`config.mk`:
```
export PLATFORM = sky130hd
export DESIGN_NAME = beacon_flash_sched
export DESIGN_NICKNAME = d
export VERILOG_FILES = /design/src/rtl/beacon_flash_sched.sv
export SDC_FILE = /design/constraint.sdc
export NUM_CORES = 1
export LEC_CHECK = 0
export ABC_AREA = 1
export ABC_CLOCK_PERIOD_IN_PS = 5100
export BUFFER_PORTS_ARGS = -buffer_cell sky130_fd_sc_hd__buf_2
export CORE_ASPECT_RATIO = 0.7
export CORE_MARGIN = 1
export CORE_UTILIZATION = 42
export DETAILED_ROUTE_END_ITERATION = 7
export GPL_ROUTABILITY_DRIVEN = 0
export GPL_TIMING_DRIVEN = 0
export SYNTH_ARGS = -nofsm -noshare
export SYNTH_HDL_FRONTEND = slang
export SYNTH_SLANG_ARGS = --single-unit
export TNS_END_PERCENT = 30
```
`constraint.sdc`:
```
create_clock -name clk -period 5.1 [get_ports clk]
set_input_delay 1.53 -clock clk [delete_from_list [all_inputs] [get_ports clk]]
set_output_delay 1.53 -clock clk [all_outputs]
set_load 0.01 [all_outputs]
```
`src/rtl/beacon_flash_sched.sv`:
```
// Round-robin beacon flash scheduler: one prescaler and one lit beacon at a time,
// with an all-off gap between beacons. Config is accepted only while idle.
module beacon_flash_sched #(
  parameter int               WIDTH   = 16,
  parameter int               CW      = 8,
  parameter int               NUM     = 4,
  parameter logic [WIDTH-1:0] DEF_DIV = 16'd0,
  parameter logic [CW-1:0]    DEF_ON  = 8'd1,
  parameter logic [CW-1:0]    DEF_GAP = 8'd0,
  localparam int              IW      = (NUM > 1) ? $clog2(NUM) : 1
) (
  input  logic             clk,
  input  logic             rst,
  input  logic             en,
  input  logic             cfg_valid,
  output logic             cfg_ready,
  input  logic [WIDTH-1:0] cfg_div,
  input  logic [CW-1:0]    cfg_on,
  input  logic [CW-1:0]    cfg_gap,
  input  logic [NUM-1:0]   cfg_mask,
  input  logic             start,
  input  logic             stop,
  output logic [NUM-1:0]   beacon,
  output logic [IW-1:0]    idx,
  output logic             busy,
  output logic             cycle_done
);

  // Handshake: a config word transfers on a clock edge where
  // cfg_valid & cfg_ready & en are all high; cfg_ready is high only in IDLE.
  typedef enum logic [1:0] {
    IDLE = 2'd0,
    ON   = 2'd1,
    GAP  = 2'd2
  } state_t;

  state_t           state;
  logic [WIDTH-1:0] div_r;
  logic [CW-1:0]    on_r;
  logic [CW-1:0]    gap_r;
  logic [NUM-1:0]   mask_r;
  logic [WIDTH-1:0] pcnt;
  logic [CW-1:0]    seg;

  logic [IW-1:0]    first_idx;
  logic [IW-1:0]    next_idx;
  logic             next_wrap;
  logic             found;
  logic [CW-1:0]    on_len;
  logic             tick;

  assign cfg_ready = (state == IDLE);
  assign on_len    = (on_r == '0) ? CW'(1) : on_r;
  assign tick      = (pcnt == '0);

  // Lowest enabled beacon, and the next enabled beacon above idx (wrapping).
  always_comb begin
    first_idx = '0;
    for (int k = NUM - 1; k >= 0; k--) begin
      if (mask_r[k]) first_idx = IW'(k);
    end
    next_idx  = idx;
    next_wrap = 1'b1;
    found     = 1'b0;
    for (int k = 1; k <= NUM; k++) begin
      if (!found && mask_r[(int'(idx) + k) % NUM]) begin
        found     = 1'b1;
        next_idx  = IW'((int'(idx) + k) % NUM);
        next_wrap = ((int'(idx) + k) >= NUM);
      end
    end
  end

  always_ff @(posedge clk) begin
    if (rst) begin
      state      <= IDLE;
      beacon     <= '0;
      idx        <= '0;
      busy       <= 1'b0;
      cycle_done <= 1'b0;
      div_r      <= DEF_DIV;
      on_r       <= DEF_ON;
      gap_r      <= DEF_GAP;
      mask_r     <= '1;
      pcnt       <= '0;
      seg        <= '0;
    end else if (en) begin
      cycle_done <= 1'b0;
      case (state)
        IDLE: begin
          if (cfg_valid) begin
            div_r  <= cfg_div;
            on_r   <= cfg_on;
            gap_r  <= cfg_gap;
            mask_r <= cfg_mask;
          end
          // Start uses the config already latched, not a word arriving this edge.
          if (start && !stop && (mask_r != '0)) begin
            state  <= ON;
            idx    <= first_idx;
            beacon <= NUM'(1) << first_idx;
            busy   <= 1'b1;
            pcnt   <= div_r;
            seg    <= on_len;
          end
        end
        ON: begin
          if (stop) begin
            state  <= IDLE;
            beacon <= '0;
            busy   <= 1'b0;
          end else if (!tick) begin
            pcnt <= pcnt - 1'b1;
          end else begin
            pcnt <= div_r;
            if (seg > CW'(1)) begin
              seg <= seg - 1'b1;
            end else if (gap_r != '0) begin
              state  <= GAP;
              seg    <= gap_r;
              beacon <= '0;
            end else begin
              idx        <= next_idx;
              beacon     <= NUM'(1) << next_idx;
              seg        <= on_len;
              cycle_done <= next_wrap;
            end
          end
        end
        GAP: begin
          if (stop) begin
            state  <= IDLE;
            beacon <= '0;
            busy   <= 1'b0;
          end else if (!tick) begin
            pcnt <= pcnt - 1'b1;
          end else begin
            pcnt <= div_r;
            if (seg > CW'(1)) begin
              seg <= seg - 1'b1;
            end else begin
              state      <= ON;
              idx        <= next_idx;
              beacon     <= NUM'(1) << next_idx;
              seg        <= on_len;
              cycle_done <= next_wrap;
            end
          end
        end
        default: begin
          state  <= IDLE;
          beacon <= '0;
          busy   <= 1'b0;
        end
      endcase
    end
  end

endmodule

```
# After elaboration in Yosys (flattened, before gate mapping)
# Index checks and enable logic that the tools add are counted.
# word_totals
reg_bits,70
latch_bits,0
ramBits,0
romBits,0
word_cells,156
n_memories,0
# op_classes
add_sub_neg,6
mul,0
n_div,0
n_lt_le_gt_ge,9
n_eq_ne,17
shifts,2
n_mux,79
n_bitwise,4
reduce_logical,28
# ops
op,count
two-way mux 8 bit,9
two-way mux 16 bit,3
two-way mux 2 bit,24
two-way mux 4 bit,8
one-hot mux 16 bit (2 select lines),1
two-way mux 1 bit,24
one-hot mux 8 bit (3 select lines),1
zero test 16 bit,1
"< comparator 3 x 4 -> 1 bit, second input constant",4
"inequality test 2 bit, second input constant",8
"subtractor 16 x 1 -> 16 bit, second input constant",1
"inequality test 3 bit, second input constant",5
AND reduction 7 bit,2
one-hot mux 2 bit (3 select lines),2
one-hot mux 4 bit (3 select lines),1
AND reduction 10 bit,1
OR reduction 2 bit,5
"greater-or-equal comparator 3 bit, second input constant",3
binary-select mux 1 bit (select 2 bit),4
"> comparator 8 x 1 -> 1 bit, second input constant",1
zero test 8 bit,1
nonzero test 8 bit,1
"<< shifter 1 x 2 -> 4 bit, first input constant",2
"subtractor 8 x 1 -> 8 bit, second input constant",1
other kinds (18),32

# Depth between registers and ports, before layout
# logic_depth
depth_word,22
mapped_depth,15

# Worst setup path before layout
# OpenSTA, ideal clock, no wires.
# synth_timing
kind,input -> register
startpoint,in stop
endpoint,reg idx[1]
setup_ns,0.056
t_arrival_ns,2.452
slack_ns,2.592
stages,11
path_buffers,0
path_cell_list,inv_1 nand3_1 nand2_1 nand2_1 nor2_1 nand2_4 clkinv_4 nand2_2 a21oi_1 o21ai_1 inv_1
# synth_between
elab_chain_len,5
word_cells_on_any_way,7
classes_between,eq/ne (3); reduce/logical (4)
# synth_lines
element,line,text
start: declaration,22,"input logic stop,"
zero test 1 bit,98,if (start && !stop && (mask_r != '0)) begin
logical AND 1 bit (2 in series),98,
inequality test 2 x 1 -> 1 bit (no line),--,
AND reduction 10 bit (no line) *,--,
end signal: assignment,100,idx <= first_idx;
end signal: assignment,123,idx <= next_idx;
end signal: assignment,143,idx <= next_idx;
end: declaration,24,"output logic [IW-1:0] idx,"
# Every way passes the cells marked *; elsewhere a longest branch is shown, timed or not.
# A chain may end at the register's enable or synchronous reset.

# Final worst setup path
# layout_timing
startpoint,reg state[0]
endpoint,out cfg_ready
# layout_between
elab_chain_len,1
# layout_lines
element,line,text
start: declaration,37,state_t state;
start signal: assignment,76,state <= IDLE;
start signal: assignment,99,state <= ON;
start signal: assignment,109,state <= IDLE;
zero test 2 bit,52,assign cfg_ready = (state == IDLE);
end: declaration,16,"output logic cfg_ready,"
# No other way between the ends.

==> flow_metrics.tcl <==
set metrics [dict create \
    run_status "complete, no violations" \
    power_per_cell_area_mw_per_mm2 342 \
    maxCapViolations 0 \
    tritoncts "done" \
    site_rows 29 \
    route.detailed.drc 0 \
    max_freq_mhz 368 \
    synthArstFlopShare 0 \
    ys_top_cells_by_area "dfxtp_1 (34%), nand2_1 (14%), a21oi_1 (9.1%)" \
    wire_length_per_cell_um 13.7 \
    final_hold_viol_count 0 \
    critical_path.slowest_cell "dfxtp_1" \
    cts_setup_buffers 0 \
    yosysWarnings 0 \
    number_of_sinks_driven_by_the_clock_tree 70 \
    grt_overflow_total 0 \
    final.period_utilization 0.532 \
    drtAntennaViolNets 0 \
    clock_insertion_delay_worst_skew_ns 0.34 \
    cell_taking_the_most_area_after_synthesis "dfxtp_1" \
    worstSetupEndpointType "primary output" \
    die_h_um 84.6 \
    number_of_enable_flip_flop_cells_after_synthesis 0 \
    grt_util_all_layers 0.236 \
    place.detailed.hpwl_um 8480 \
    timing.max_slew.rel_slack 0.612 \
    leakage_nw 2.12 \
    yosys-top-cells-count "nand2_1 (153), a21oi_1 (74), dfxtp_1 (70)" \
    syn_avg_cell_area_um2 6.67 \
    skew_ns 0.00768 \
    drive_above_1_share 0.150 \
    cp_data_required_time_ns 3.57 \
    n_antenna_cell 0 \
    antenna_found_initial 0 \
    fp.dieW_um 120 \
    worst_hold_slack_ns 0.453 \
    clk_path_buf_depth 2 \
    clk_pin_slew_worst_paths_ns 0.05 \
    cpPeakStageDelay_ns 0.38 \
    syn_area_mm2 0.00409 \
    dp_slack_ns 2.20 \
    holdCritStartpoint "div_r[11]" \
    routed_wirelength_um 11000 \
    synth.net_count 665 \
    final_critical_path_setup_slack_ns 2.38 \
    placed_cell_area_mm2 0.00449 \
    floorplan.io_pins 51 \
    finalSetupViolCount 0 \
    critPathMaxFanout 4 \
    initial_drt_pass_iterations 4 \
    max_slew.worst_pin.slew_ns 0.582 \
    hold_bufs_inserted_after_cts 0 \
    critPathKind "flop to primary output" \
    reg2regPathDepth 11 \
    critical_path.cell_chain "inv_1, ha_1, buf_2" \
    via_count_of_the_first_global_routing_pass 3810 \
    peakVddDrop_uv 145 \
    synthDistinctLibCells 38 \
    worst_r2r_startpoint "state[0]" \
    core_area_mm2 0.00925 \
    critPathArrivalTime_ns 1.19 \
    grt_max_degree 11 \
    rsz0062_at_grt "false" \
    grt_pass1_wl_um 18700 \
    worst_min_delay_path_class "flop to flop" \
    cts_repair_resize_count 0 \
    design.die.area_mm2 0.0101 \
    post_synthesis_cells 613 \
    timing.critical_path.from_type "flop" \
    nNetsFinal 725 \
    post-route-cell-area_mm2 0.00475 \
    layout-area-overhead-vs-synth_pct 16.2 \
    yosysTopAreaCellShare 0.343 \
    ys_ff_latch 70 \
    detailroute.via_count 4102 \
    routed_via_density 5.13 \
    buffer_ports.inserted 49 \
    clock-root-buffer "clkbuf_16" \
    synth_flop_cell "dfxtp_1" \
    final_max_slew_viol_count 0 \
    timing.final.crit_period_ns 2.72 \
    holdPathStages 2 \
    tritoncts.num_buffers 9 \
    worst_setup_path_startpoint "state[0]" \
    htree_levels 3 \
    fin_tns_setup_ns 0 \
    dp_cells 786 \
    floorplan.initialDensity 0.442 \
    post_layout_nonfiller_instances 799 \
    yosysMostFrequentCell "nand2_1" \
    first_iter_violations 256 \
    part_of_the_yosys_area_used_for_sequential_elements 0.343 \
]
-- cell families (layout without fill, tap and decap cells) --
kind of cell,after synthesis,in the layout,synth area share
adders and majority gates,10,10,0.0306
and+or+nand+nor,276,276,0.313
AOI/OAI and AO/OA,148,148,0.189
DFF,70,70,0.343
buffers and inverters,97,159,0.0988
xor gates and xnor gates,12,12,0.0257
-- power breakdown --
part	switching, W	total (W)	internal (W)	leakage (nW)
clock	0.000219	0.000566	0.000347	0.127
combinational	0.000291	0.000445	0.000154	1.42
sequential	0.0000293	0.000616	0.000587	0.573
-- per-stage QoR --
stage                     power (W)   util
after floorplan            0.000955      -
after global placement      0.00106  0.485
after detailed placement    0.00107  0.485
after CTS                   0.00164  0.514
after global routing        0.00173  0.514
final                       0.00163  0.514
-- sequential cells by signal, indices dropped and copies added, names as in the netlist --
signal and cells:
busy 1, beacon 4, mask_r 4, cycle_done 1
idx 2, seg 8, on_r 8, div_r 16
pcnt 16, gap_r 8, state 2
-- per-layer routing --
metal  GRT usage  part of all wire  wire length [µm]
met1       0.343              0.51              5580
met2       0.343              0.42              4620
met3      0.0510             0.056               617
met4      0.0727             0.013               141
met5           0                 0                 0
-- cell usage in the layout, fill, tap and decap left out, types with 2 or more instances in the layout --
master	Yosys	routed
ha_1	10	10
clkbuf_8	0	2
nor4_1	2	2
a21oi_1	74	74
nand2_4	3	3
o22ai_1	3	3
inv_2	5	5
a31oi_1	4	4
nor2_1	46	46
nor3_1	3	3
nand2_1	153	153
nand3_4	2	2
clkbuf_16	0	9
xor2_1	8	8
nand2_2	6	6
nand3b_1	2	2
inv_1	68	68
o21ai_0	49	49
clkbuf_1	16	17
nand3_1	37	37
nor2_2	3	3
o21ai_1	12	12
dfxtp_1	70	70
nand4_1	8	8
nand3_2	3	3
nor2_4	5	5
o21bai_1	2	2
buf_2	1	50
buf_6	3	3
xnor2_1	4	4
o21ai_2	2	2
-- area by class of cell --
type | instances | area, µm²
Inverter | 76 | 298
Buffer | 21 | 106
Clock inverter | 1 | 7.51
Timing Repair Buffer | 49 | 245
Sequential cell | 70 | 1400
Multi-Input combinational cell | 446 | 2280
Clock buffer | 12 | 256
Fill cell | 969 | 4500
Tap cell | 124 | 155
-- worst max-delay path, delay by kind of cell, from the launching register on --
kind | cells | cell delay, ns
flops | 1 | 0.38
buf+inv | 2 | 0.24
fa+ha+maj | 1 | 0.23
-- worst paths after layout --
| path | to | slack [ns] |
|---|---|---|
| max reg2reg | pcnt[13] | 2.96 |
| min reg2reg | div_r[11] | 0.45 |
| min | div_r[11] | 0.45 |
| max | cfg_ready | 2.38 |
Power figures use the tool's default switching activity.
